--- config.mk ---
export PLATFORM = sky130hd
export DESIGN_NAME = uart_rx_capture
export DESIGN_NICKNAME = d
export VERILOG_FILES = /design/src/rtl/uart_rx_capture_pkg.sv /design/src/rtl/uart_rx_fifo.sv /design/src/rtl/uart_rx_capture.sv
export SDC_FILE = /design/constraint.sdc
export NUM_CORES = 1
export LEC_CHECK = 0
export BUFFER_PORTS_ARGS = -buffer_cell sky130_fd_sc_hd__clkbuf_2
export CELL_PAD_IN_SITES_DETAIL_PLACEMENT = 0
export CELL_PAD_IN_SITES_GLOBAL_PLACEMENT = 1
export CORE_ASPECT_RATIO = 0.8
export CORE_UTILIZATION = 50
export CTS_CLUSTER_SIZE = 14
export DETAILED_ROUTE_END_ITERATION = 6
export GPL_TIMING_DRIVEN = 0
export PLACE_DENSITY = 0.76
export RECOVER_POWER = 100
export SLEW_MARGIN = 20
export SYNTH_ARGS = -nofsm -noshare
export SYNTH_HDL_FRONTEND = slang
export SYNTH_SLANG_ARGS = --single-unit
export TNS_END_PERCENT = 1
--- constraint.sdc ---
create_clock -name CLK -period 3 [get_ports CLK]
set_input_delay 0.15 -clock CLK [delete_from_list [all_inputs] [get_ports CLK]]
set_output_delay 0.15 -clock CLK [all_outputs]
set_load 0.02 [all_outputs]
--- src/rtl/uart_rx_capture_pkg.sv ---
// uart_rx_capture_pkg: receive FSM state type and default BAUD_DIV / END_CHAR constants
package uart_rx_capture_pkg;
    localparam int         DEF_BAUD_DIV = 16;
    localparam logic [7:0] DEF_END_CHAR = 8'h04;
    typedef enum logic [2:0] {
        IDLE,
        START,
        DATA,
`ifdef UART_RX_CAPTURE_PARITY_EN
        PARITY,
`endif
        STOP,
        WAIT_IDLE
    } rx_state_e;
endpackage

--- src/rtl/uart_rx_fifo.sv ---
// uart_rx_fifo: byte FIFO with registered storage.
// Ports: clk_i/rst_i (sync, active-high), push_i/data_i/full_o write side,
// pop_i/data_o/empty_o read side, count_o occupancy. A push while full is
// accepted only when a pop happens in the same cycle. data_o reads 0 when empty.
module uart_rx_fifo #(
    parameter int DEPTH = 8
) (
    input  logic                     clk_i,
    input  logic                     rst_i,
    input  logic                     push_i,
    input  logic [7:0]               data_i,
    output logic                     full_o,
    input  logic                     pop_i,
    output logic [7:0]               data_o,
    output logic                     empty_o,
    output logic [$clog2(DEPTH):0]   count_o
);
    localparam int AW = $clog2(DEPTH);
    localparam int CW = AW + 1;
    logic [7:0]    mem_q [DEPTH];
    logic [AW-1:0] wr_q, rd_q;
    logic [AW:0]   cnt_q;
    logic          do_pop, do_push;
    assign empty_o = cnt_q == '0;
    assign full_o  = cnt_q == CW'(DEPTH);
    assign do_pop  = pop_i & ~empty_o;
    assign do_push = push_i & (~full_o | do_pop);
    assign data_o  = empty_o ? 8'h00 : mem_q[rd_q];
    assign count_o = cnt_q;
    always_ff @(posedge clk_i) begin
        if (do_push) mem_q[wr_q] <= data_i;
    end
    always_ff @(posedge clk_i) begin
        if (rst_i) begin
            wr_q  <= '0;
            rd_q  <= '0;
            cnt_q <= '0;
        end else begin
            if (do_push) wr_q <= wr_q + 1'b1;
            if (do_pop) rd_q <= rd_q + 1'b1;
            cnt_q <= cnt_q + {{AW{1'b0}}, do_push} - {{AW{1'b0}}, do_pop};
        end
    end
endmodule

--- src/rtl/uart_rx_capture.sv ---
// uart_rx_capture: UART (8N1) receiver feeding a byte FIFO, with end-of-simulation detect.
// Ports: CLK, RESET (sync, active-high), RXD serial in; RX_DATA/RX_VALID/RX_READY
// FIFO read handshake, FIFO_COUNT occupancy; FRAME_ERR/OVERRUN one-cycle pulses;
// SIMULATIONEND sticky flag. Macro UART_RX_CAPTURE_PARITY_EN adds an even-parity
// bit after the data bits and a PARITY_ERR pulse output.
module uart_rx_capture
    import uart_rx_capture_pkg::*;
#(
    parameter int         BAUD_DIV   = DEF_BAUD_DIV,
    parameter int         FIFO_DEPTH = 8,
    parameter logic [7:0] END_CHAR   = DEF_END_CHAR
) (
    input  logic                          CLK,
    input  logic                          RESET,
    input  logic                          RXD,
    output logic [7:0]                    RX_DATA,
    output logic                          RX_VALID,
    input  logic                          RX_READY,
    output logic [$clog2(FIFO_DEPTH):0]   FIFO_COUNT,
    output logic                          FRAME_ERR,
    output logic                          OVERRUN,
`ifdef UART_RX_CAPTURE_PARITY_EN
    output logic                          PARITY_ERR,
`endif
    output logic                          SIMULATIONEND
);
    localparam int            DW        = $clog2(BAUD_DIV);
    localparam logic [DW-1:0] DIV_LAST  = DW'(BAUD_DIV - 1);
    localparam logic [DW-1:0] DIV_HALF  = DW'(BAUD_DIV / 2 - 1);
    rx_state_e     state_q, state_d;
    logic [DW-1:0] div_q, div_d;
    logic [2:0]    bit_q, bit_d;
    logic [7:0]    shift_q, shift_d;
    logic          rxd_m_q, rxd_s_q;
    logic          ferr_q, ferr_d;
    logic          ovr_q, end_q;
    logic          push_try, keep, full, empty, pop;
`ifdef UART_RX_CAPTURE_PARITY_EN
    logic          bad_q, bad_d, perr_q, perr_d;
    assign keep       = ~bad_q;
    assign PARITY_ERR = perr_q;
`else
    assign keep = 1'b1;
`endif
    assign pop           = RX_READY & ~empty;
    assign RX_VALID      = ~empty;
    assign FRAME_ERR     = ferr_q;
    assign OVERRUN       = ovr_q;
    assign SIMULATIONEND = end_q;
    always_comb begin
        state_d  = state_q;
        div_d    = div_q + 1'b1;
        bit_d    = bit_q;
        shift_d  = shift_q;
        push_try = 1'b0;
        ferr_d   = 1'b0;
`ifdef UART_RX_CAPTURE_PARITY_EN
        bad_d    = bad_q;
        perr_d   = 1'b0;
`endif
        case (state_q)
            IDLE: begin
                div_d = '0;
`ifdef UART_RX_CAPTURE_PARITY_EN
                bad_d = 1'b0;
`endif
                // IDLE is only entered with the line high, so low here is the start edge
                if (!rxd_s_q) state_d = START;
            end
            START: if (div_q == DIV_HALF) begin
                div_d   = '0;
                bit_d   = '0;
                state_d = rxd_s_q ? IDLE : DATA;
            end
            DATA: if (div_q == DIV_LAST) begin
                div_d   = '0;
                shift_d = {rxd_s_q, shift_q[7:1]};
                bit_d   = bit_q + 3'd1;
`ifdef UART_RX_CAPTURE_PARITY_EN
                if (bit_q == 3'd7) state_d = PARITY;
`else
                if (bit_q == 3'd7) state_d = STOP;
`endif
            end
`ifdef UART_RX_CAPTURE_PARITY_EN
            PARITY: if (div_q == DIV_LAST) begin
                div_d   = '0;
                perr_d  = rxd_s_q ^ (^shift_q);
                bad_d   = perr_d;
                state_d = STOP;
            end
`endif
            STOP: if (div_q == DIV_LAST) begin
                div_d    = '0;
                push_try = rxd_s_q & keep;
                ferr_d   = ~rxd_s_q;
                state_d  = rxd_s_q ? IDLE : WAIT_IDLE;
            end
            WAIT_IDLE: begin
                div_d = '0;
                if (rxd_s_q) state_d = IDLE;
            end
            default: state_d = IDLE;
        endcase
    end
    always_ff @(posedge CLK) begin
        if (RESET) begin
            rxd_m_q <= 1'b1;
            rxd_s_q <= 1'b1;
            state_q <= IDLE;
            div_q   <= '0;
            bit_q   <= '0;
            shift_q <= '0;
            ferr_q  <= 1'b0;
            ovr_q   <= 1'b0;
            end_q   <= 1'b0;
`ifdef UART_RX_CAPTURE_PARITY_EN
            bad_q   <= 1'b0;
            perr_q  <= 1'b0;
`endif
        end else begin
            rxd_m_q <= RXD;
            rxd_s_q <= rxd_m_q;
            state_q <= state_d;
            div_q   <= div_d;
            bit_q   <= bit_d;
            shift_q <= shift_d;
            ferr_q  <= ferr_d;
            ovr_q   <= push_try & full & ~pop;
            end_q   <= end_q | (push_try & (shift_q == END_CHAR));
`ifdef UART_RX_CAPTURE_PARITY_EN
            bad_q   <= bad_d;
            perr_q  <= perr_d;
`endif
        end
    end
    uart_rx_fifo #(
        .DEPTH(FIFO_DEPTH)
    ) u_fifo (
        .clk_i  (CLK),
        .rst_i  (RESET),
        .push_i (push_try),
        .data_i (shift_q),
        .full_o (full),
        .pop_i  (pop),
        .data_o (RX_DATA),
        .empty_o(empty),
        .count_o(FIFO_COUNT)
    );
endmodule

Yosys cells after proc, flatten, opt, wreduce, memory -nomap -nowiden
Memory sizes are Yosys's and may differ from the RTL's. A register that Yosys moved wholly into a read port is not among the register bits. Index checks and enable logic that the tools add are counted.

$add $sub $neg: 6. Equal/unequal tests: 15. Muxes and demuxes: 22. Bitwise logic cells: 14. Reduce and logical (&&, ||, !) cells: 9.

Operators with widths (number): 3-bit two-way mux (11); 3-bit one-hot mux with 5 select lines (1); 2-bit != test, second input constant (6); 4-bit one-hot mux with 3 select lines (1); 3-bit by 1-bit adder with 3-bit output, second input constant (3); 4-bit equality test, second input constant (2); 8-bit by 3-bit equality test with 1-bit output, second input constant (1); 4-bit two-way mux (2); 8-bit two-way mux (1); 1-bit bitwise AND (6); 3-bit by 2-bit equality test with 1-bit output, second input constant (2); 3-bit equality test, second input constant (2); 1-bit NOT (6); 3-bit one-hot mux with 2 select lines (1); 6-bit AND reduction (1); 4-bit by 1-bit adder with 4-bit output (1); 4-bit by 1-bit adder with 4-bit output, second input constant (1); 4-bit by 3-bit equality test with 1-bit output, second input constant (1); 4-bit zero test (1); 1-bit two-way mux (4); 2-bit OR reduction (2); 4-bit by 1-bit subtractor with 4-bit output (1); 3-bit by 1-bit equality test with 1-bit output, second input constant (1); 3-bit zero test (1); 6 further kinds (7).

Register bits: 33. RAM bits: 64. Bits of input ports: 4. Output and inout bits: 16. Word-level logic and storage cells: 79. Memories: 1.

Memory list: u_fifo.mem_q (words 8, bits a word 8, read ports 1, clocked after Yosys merged registers in 1, write ports 1, line uart_rx_fifo.sv:20) `logic [7:0] mem_q [DEPTH];`.

Depth between registers and ports, before layout
Gate-level depths: netlist (run 1).

Depth in word-level cells: 8. Gate-level depth with buffers: 13.

Hierarchy
From an unflattened synthesis (run 1), not the netlist that was laid out.

Cell total of the unflattened synthesis: 283. Area, all modules: 4129.0 um^2.

Modules (own cells, without submodules): uart_rx_fifo (times used 1, cells each 178, area each 3119.2 um^2); uart_rx_capture (times used 1, cells each 105, area each 1009.7 um^2).

Worst setup path after synthesis (run 1)
OpenSTA, ideal clock, no wires.

Kind: reg2reg. Start point: register u_fifo.cnt_q[2] (netlist: u_fifo.count_o[2]). End point: register u_fifo.cnt_q[2] (netlist: u_fifo.count_o[2]). Arrival: 2401 ps. Data required time: 2872 ps. Path slack: 472 ps. Stages on the path, launching flop included: 14. Path buffers: 1. Cell sequence: dfxtp_1 inv_1 ha_1 or3b_1 clkbuf_1 nand2_1 inv_1 ha_1 inv_1 ha_1 inv_1 fa_1 xor2_1 nor2_1.

Word-level cells in the longest chain between the ends: 8. Elaborated cells on any way between the ends: 10.

Ends and longest elaborated chain: from (decl) (line uart_rx_fifo.sv:22) `logic [AW:0] cnt_q;`; from (signal assigned) (line uart_rx_fifo.sv:41) `cnt_q <= cnt_q + {{AW{1'b0}}, do_push} - {{AW{1'b0}}, do_pop};`; 4-bit zero test (*) (line uart_rx_fifo.sv:24) `assign empty_o = cnt_q == '0;`; 1-bit NOT (*); named net RX_VALID (line uart_rx_capture.sv:17) `output logic RX_VALID,`; 1-bit bitwise AND (line uart_rx_capture.sv:45) `assign pop = RX_READY & ~empty;`; 1-bit bitwise AND (*) (line uart_rx_fifo.sv:26) `assign do_pop = pop_i & ~empty_o;`; named net u_fifo.do_pop (line uart_rx_fifo.sv:23) `logic do_pop, do_push;`; 1-bit bitwise OR (line uart_rx_fifo.sv:27) `assign do_push = push_i & (~full_o | do_pop);`; 1-bit bitwise AND (line uart_rx_fifo.sv:27); 4-bit by 1-bit adder with 4-bit output (line uart_rx_fifo.sv:41); 4-bit by 1-bit subtractor with 4-bit output (*) (line uart_rx_fifo.sv:41).

Mark *: on every way through the listed nets, which the timed path passes. The rest lies on a longest branch. A chain may end at the register's enable or synchronous reset.

Worst setup path in the final report (run 1)
Start point: register u_fifo.cnt_q[2] (netlist: u_fifo.count_o[2]). End point: register u_fifo.cnt_q[2] (netlist: u_fifo.count_o[2]).

Word-level cells in the longest chain between the ends: 8. Elaborated cells on any way between the ends: 10.

Ends and longest elaborated chain (line): 4-bit zero test (*) (uart_rx_fifo.sv:24); 1-bit NOT (*) (uart_rx_fifo.sv:26, uart_rx_capture.sv:45); 1-bit bitwise AND (uart_rx_capture.sv:45); 1-bit bitwise AND (*) (uart_rx_fifo.sv:26); named net u_fifo.do_pop (uart_rx_fifo.sv:23); 1-bit bitwise OR (uart_rx_fifo.sv:27); 1-bit bitwise AND (uart_rx_fifo.sv:27); 4-bit by 1-bit adder with 4-bit output (uart_rx_fifo.sv:41); 4-bit by 1-bit subtractor with 4-bit output (*) (uart_rx_fifo.sv:41).

Marked as above.

==> flow_summary.json, run 1 <==
{
  "critical_path.endpoint_type": "flop",
  "cp_num_cells": 13,
  "synth_area_leaders": "edfxtp_1, dfxtp_1, mux4_2",
  "hp-class": "in -> reg",
  "ys_seq_area_share_pct": 64.6,
  "arrival_ns": 2.77,
  "hpwl_um": 4890,
  "maxCapViolCount": 0,
  "maxSlewHeadroom_pct": 45.7,
  "cts_sinks": 100,
  "crit_chain": "inv_1, ha_1, or3b_1, clkbuf_1, nand2_1, inv_1, ha_1, inv_1, ha_1, inv_1, fa_1, xor2_1, nor2_1",
  "timing.rr.end": "u_fifo.count_o[2]$_SDFF_PP0_",
  "max-vdd-ir-drop_mv": 0.289,
  "status": "completed",
  "finalWirelength_um": 7160,
  "gp_congestion": 0.703,
  "seq_area_mm2": 0.00264,
  "clkPwrFrac_pct": 24.0,
  "final_nets": 320,
  "tightest_slew_ns": 0.811,
  "start_util_pct": 51.5,
  "pwr-share-comb_pct": 27.8,
  "fin_setup_tns_ns": 0,
  "hold_violations": 0,
  "yosys_warnings": 0,
  "clkSlewWorstSetupHoldPaths_ns": 0.10,
  "drt_iter0_drc": 97,
  "h-tree-depth": 3,
  "met1Wirelength_um": 3700,
  "vias": 2231,
  "yosysTopAreaCellShare_pct": 47.0,
  "die_area_mm2": 0.00855,
  "layout_common_cells": "edfxtp_1, dfxtp_1, nor2_1",
  "synth_fp_nets": 290,
  "grt_first_pass_wirelength_um": 11300,
  "area_delta_synth_final_pct": 9.09,
  "port_buffers": 18,
  "insertion_delay_ns": 0.36,
  "path_common_cell": "inv_1",
  "final_layout_size_suffix_gt1_share_pct": 15.2,
  "grt_usage_pct": 18.3,
  "cts_resized": 0,
  "drv_slew": 0,
  "antenna_found_initial": 0,
  "path_class": "reg -> reg",
  "p_int_w": 0.00218,
  "fill_cells": 649,
  "final_common_cell": "edfxtp_1",
  "hold_buffers": 1,
  "die_w_um": 103,
  "netSwitchingPower_w": 0.000994,
  "swShare_pct": 31.3,
  "viasPerCell": 5.35,
  "whs_ns": 0.105,
  "drc": 0,
  "rsz0062_at_grt": "no",
  "syn_inst": 274,
  "cp_max_fo": 5,
  "wl_met2_um": 3190,
  "setup.worst_path.start_class": "flop",
  "startpoint": "u_fifo.count_o[2]$_SDFF_PP0_",
  "die_h_um": 82.9,
  "highest_layer": "met4",
  "power_density_mw_per_mm2": 712,
  "r2r_cells": 13,
  "regToRegSetupSlack_ns": 0.46,
  "numCtsBuffers": 9,
  "drt_first_pass_iters": 4,
  "crit_family": "adder cells",
  "cts_tree": "done",
  "clock_path_buffers": 2,
  "post-route-min-period_ns": 2.54,
  "path_buf_inv": 5,
  "ys_types": 42,
  "syn-cell-area_mm2": 0.00409,
  "slowest_delay_ns": 0.40,
  "grt_max_degree": 18,
  "critical_path.reg2reg.startpoint": "u_fifo.count_o[2]$_SDFF_PP0_",
  "post_cts_buffers": 0,
  "wl_met3_um": 207,
  "routedWlPerCell_um": 17.2,
  "ys_ff_latch": 100,
  "ant_nets": 0,
  "setup_viol": 0,
  "period_share_pct": 84.5,
  "yosysTopAreaCell": "edfxtp_1",
  "core_area_mm2": 0.00795,
  "p_leak_nw": 1.53,
  "grt_pass1_vias": 2116,
  "min_from": "RX_READY",
  "grt_overflow": 0,
  "sequentialPowerShare_pct": 48.1,
  "crit_slowest_cell": "fa_1",
  "multiInputGateArea_mm2": 0.00131,
  "avgSynthCellArea_um2": 14.9,
  "io_pins": 20,
  "diodes": 0,
  "root_buffer": "clkbuf_8",
  "row_count": 29,
  "required_ns": 3.23,
  "fin_skew_ns": 0.0117,
  "crit_path_end": "u_fifo.count_o[2]$_SDFF_PP0_",
  "max_clock_freq_ghz": 0.394
}
-- power by group through the flow --
stage / clock network (W) / logic, W / registers, W
global placement: 0 / 0.000897 / 0.00156
global route: 0.000837 / 0.000970 / 0.00154
detailed placement: 0 / 0.000913 / 0.00156
CTS: 0.000786 / 0.000919 / 0.00153
floorplan: 0 / 0.000664 / 0.00158
finish: 0.000763 / 0.000883 / 0.00153
-- synth_stat cells (all sizes together) --
library cell   n
edfxtp        64
dfxtp         36
nor2          33
mux4          16
mux2i         12
ha            11
inv            9
a22o           8
buf            8
clkbuf         7
nor3           7
a21oi          6
nand3          6
nand2          5
xor2           5
nand2b         4
and2           3
and4           3
nand3b         3
nor2b          3
nor3b          3
or3b           3
mux2           2
nor4           2
or2            2
xnor2          2
a211o          1
a21o           1
a221o          1
a41oi          1
and3           1
and3b          1
fa             1
nand4          1
nand4b         1
nor4b          1
or3            1
-- worst min-delay path by stage --
stage | to | depth (start not counted)
finish | u_fifo.rd_q[1]$_SDFFE_PP0P_ | 3
global route | flop | 3
CTS | u_fifo.rd_q[1]$_SDFFE_PP0P_ | 3
detailed placement | rxd_m_q$_SDFF_PP1_ | 2
global placement | rxd_m_q$_SDFF_PP1_ | 2
floorplan | rxd_m_q$_SDFF_PP1_ | 1
-- cells by family (layout without fill, tap and decap cells) --
family	Yosys count	after routing	share of synthesized area [%]
flip-flops	100	100	64.6
AND/OR/NAND/NOR	83	83	11.0
multiplexers	30	30	12.5
buffers and inverters	24	59	3.27
AO/OA/AOI/OAI	18	18	3.33
adder cells (fa/ha/maj)	12	12	3.85
XOR/XNOR	7	7	1.50
-- metal layers --
metal / vias up / track usage (%)
li1: 1084 / -
met1: 1112 / 27.6
met2: 27 / 25.9
met3: 8 / 5.56
met4: 0 / 4.61
met5: - / 0
-- metrics by stage --
stage	setup WS [ns]	cell area (um^2)	instances	utilization (%)	power [W]
6_report	0.464	4460	417	56.1	0.00318
5_1_grt	0.313	4460	417	56.1	0.00335
4_1_cts	0.450	4510	417	56.7	0.00324
3_5_place_dp	0.476	4330	400	54.4	0.00248
3_3_place_gp	0.134	4320	400	54.3	0.00246
2_1_floorplan	0.472	4090	274	-	0.00225
-- worst register-to-register path, cell delays in order, from the launching register on --
cell and delay (ns):
dfxtp_1 0.32, inv_1 0.10, ha_1 0.19, or3b_1 0.34, clkbuf_1 0.15, nand2_1 0.14
inv_1 0.06, ha_1 0.26, inv_1 0.06, ha_1 0.15, inv_1 0.05, fa_1 0.40
xor2_1 0.15, nor2_1 0.05
-- state kept, by name, summed over array words and instances (netlist names), named ones only --
signal          count
bit_q               3
OVERRUN             1
SIMULATIONEND       1
u_fifo.wr_q         3
rxd_m_q             1
shift_q             8
FRAME_ERR           1
state_q             3
rxd_s_q             1
u_fifo.rd_q         3
div_q               4
u_fifo.count_o      4
u_fifo.mem_q       64
-- final cells by class --
class | instances | area share [%]
buffer | 15 | 1.88
inverter | 9 | 0.757
clock inverter | 7 | 1.12
sequential | 100 | 59.2
clock buffer | 9 | 2.78
tap | 108 | 3.03
multi-input combinational | 150 | 29.4
timing repair buffer | 19 | 1.82
(Power assumes the default switching activity.)
==> inputs of run 2 (changes only) <==
==> constraint.sdc (replaced) <==
create_clock -name CLK -period 2.43 [get_ports CLK]
set_input_delay 0.1215 -clock CLK [delete_from_list [all_inputs] [get_ports CLK]]
set_output_delay 0.1215 -clock CLK [all_outputs]
set_load 0.02 [all_outputs]
==> run 2 against run 1 <==
  * Worst setup slack got worse by 0.44 ns
  * Hold slack improved by 0.017 ns
  * Cell area rose by 3.0%
  * Register-to-register slack got worse by 0.44 ns
  * Count of clock-buffer cells in the layout rose by 2
  * Sequential share of layout area is 1.7 points lower
  * Combinational power increased by 30%
  * Clock skew decreased by 0.00053 ns
  * Critical endpoint is now u_fifo.count_o[1]$_SDFF_PP0_
  * Largest power group unchanged
==> flow_summary.json, run 2 (synthesis gave the netlist of run 1 again) <==
{
  "status": "completed",
  "hpwl_um": 4890,
  "grt_pass1_vias": 2115,
  "fin_setup_tns_ns": 0,
  "io_pins": 20,
  "drv_slew": 0,
  "final_nets": 319,
  "core_area_mm2": 0.00795,
  "start_util_pct": 51.5,
  "grt_util_met3_pct": 4.04,
  "clkSlewWorstSetupHoldPaths_ns": 0.09,
  "path_class": "reg -> reg",
  "required_ns": 2.66,
  "routedWlPerCell_um": 17.1,
  "cts_tree": "done",
  "final_common_cell": "edfxtp_1",
  "antenna_found_initial": 0,
  "gr-usage-met1_pct": 27.1,
  "diodes": 0,
  "hold_violations": 0,
  "finalWirelength_um": 7110,
  "post-route-min-period_ns": 2.40,
  "critical_path.reg2reg.startpoint": "u_fifo.count_o[2]$_SDFF_PP0_",
  "period_share_pct": 98.8,
  "sequentialPowerShare_pct": 44.7,
  "vias": 2195,
  "clock_path_buffers": 2,
  "fin_skew_ns": 0.0111,
  "swShare_pct": 28.4,
  "grt_overflow": 0,
  "port_buffers": 18,
  "tightest_slew_ns": 0.772,
  "maxCapViolCount": 0,
  "area_delta_synth_final_pct": 12.4,
  "max-vdd-ir-drop_mv": 0.404,
  "setup.worst_path.start_class": "flop",
  "ant_nets": 0,
  "pwr-share-comb_pct": 27.0,
  "grt_usage_pct": 18.3,
  "row_count": 29,
  "grt_max_degree": 17,
  "numCtsBuffers": 9,
  "top_register": "u_fifo.mem_q",
  "hp-class": "in -> reg",
  "setup_viol": 0,
  "p_int_w": 0.00304,
  "clkPwrFrac_pct": 28.3,
  "maxSlewHeadroom_pct": 48.4,
  "root_buffer": "clkbuf_8",
  "die_w_um": 103,
  "drt_first_pass_iters": 4,
  "layout_common_cells": "edfxtp_1, dfxtp_1, nor2_1",
  "die_h_um": 82.9,
  "drt_iter0_drc": 101,
  "largest_reg_flops": 64,
  "power_density_mw_per_mm2": 923,
  "h-tree-depth": 3,
  "arrival_ns": 2.63,
  "grt.busiest_layer": "met1",
  "cts_sinks": 100,
  "insertion_delay_ns": 0.35,
  "finalNonFillerCells": 416,
  "biggestRegsByFlops": "u_fifo.mem_q (64), shift_q (8)",
  "min_from": "RX_READY",
  "viasPerCell": 5.28,
  "startpoint": "u_fifo.count_o[2]$_SDFF_PP0_",
  "critical_path.endpoint_type": "flop",
  "cp_max_fo": 5,
  "grt_first_pass_wirelength_um": 11400,
  "p_leak_nw": 1.59,
  "drc": 0,
  "max_clock_freq_ghz": 0.416,
  "final_layout_size_suffix_gt1_share_pct": 22.7,
  "die_area_mm2": 0.00855,
  "rsz0062_at_grt": "yes",
  "whs_ns": 0.122,
  "gp_congestion": 0.727,
  "met2_usage_pct": 27.1,
  "placed_cells": 400,
  "netSwitchingPower_w": 0.00120,
  "finalPower_w": 0.00424
}
run 2: cell count changes in the layout (fill, tap and decap cells not counted), moves of 2 or more:
cell | previous run | this run
and4_4 | 0 | 2
buf_6 | 3 | 5
bufinv_16 | 0 | 3
clkbuf_1 | 25 | 15
clkbuf_2 | 3 | 11
ha_1 | 11 | 8
ha_2 | 0 | 2
inv_1 | 9 | 7
inv_6 | 2 | 0
nor2_1 | 33 | 30
nor2_2 | 0 | 3
run 2: path summary, 6_finish.rpt:
check        depth (start not counted)                            to  slack (ns)
min                                  3   u_fifo.rd_q[1]$_SDFFE_PP0P_        0.12
max                                 11  u_fifo.count_o[1]$_SDFF_PP0_        0.03
max reg2reg                         11  u_fifo.count_o[1]$_SDFF_PP0_        0.03
min reg2reg                          1            rxd_s_q$_SDFF_PP1_        0.41
run 2: final cells by class:
class                           count  area [um^2]
Fill cell                         624         3350
Tap cell                          108          135
Clock inverter                      5          101
Timing Repair Buffer               19         91.3
Sequential cell                   100         2640
Clock buffer                       11          131
Buffer                             14         96.3
Multi-Input combinational cell    150         1360
Inverter                            9         36.3
run 2: what timing repair did:
action                                 4_1_cts  5_1_grt
endpoints found under the hold margin        1        0
setup endpoints to repair                   19       51
cloned                                       0        0
setup buffers                                0        0
resized for setup                            6        8
pin swaps                                    1        1
hold buffers                                 1        0
run 2: power by group through the flow:
stage | clock network [W] | logic, W | registers (W)
2_1_floorplan | 0 | 0.000831 | 0.00196
3_3_place_gp | 0 | 0.00113 | 0.00193
3_5_place_dp | 0 | 0.00113 | 0.00193
4_1_cts | 0.00123 | 0.00114 | 0.00189
5_1_grt | 0.00129 | 0.00128 | 0.00190
6_report | 0.00120 | 0.00115 | 0.00189
run 2: per-layer routing:
metal | vias to the layer above | share of wire, %
met4 | 0 | 1.0
met1 | 1072 | 50
met2 | 33 | 45
met3 | 8 | 3.1
li1 | 1082 | -
met5 | - | 0
run 2: metrics by stage:
stage	util (%)	setup slack, ns	area [um^2]
2_1_floorplan	-	0.00888	4100
3_3_place_gp	54.4	-0.390	4320
3_5_place_dp	54.5	-0.0570	4330
4_1_cts	57.6	-0.0158	4580
5_1_grt	57.8	-0.104	4600
6_report	57.8	0.0282	4600
run 2: worst max-delay path, cell delays in order (launching register included):
cell and delay (ns):
dfxtp_1 0.34, inv_4 0.08, ha_4 0.13, or3b_1 0.45, nand2_4 0.13, inv_1 0.05
ha_1 0.26, inv_1 0.06, ha_2 0.18, inv_1 0.05, fa_2 0.51, nor2_1 0.04
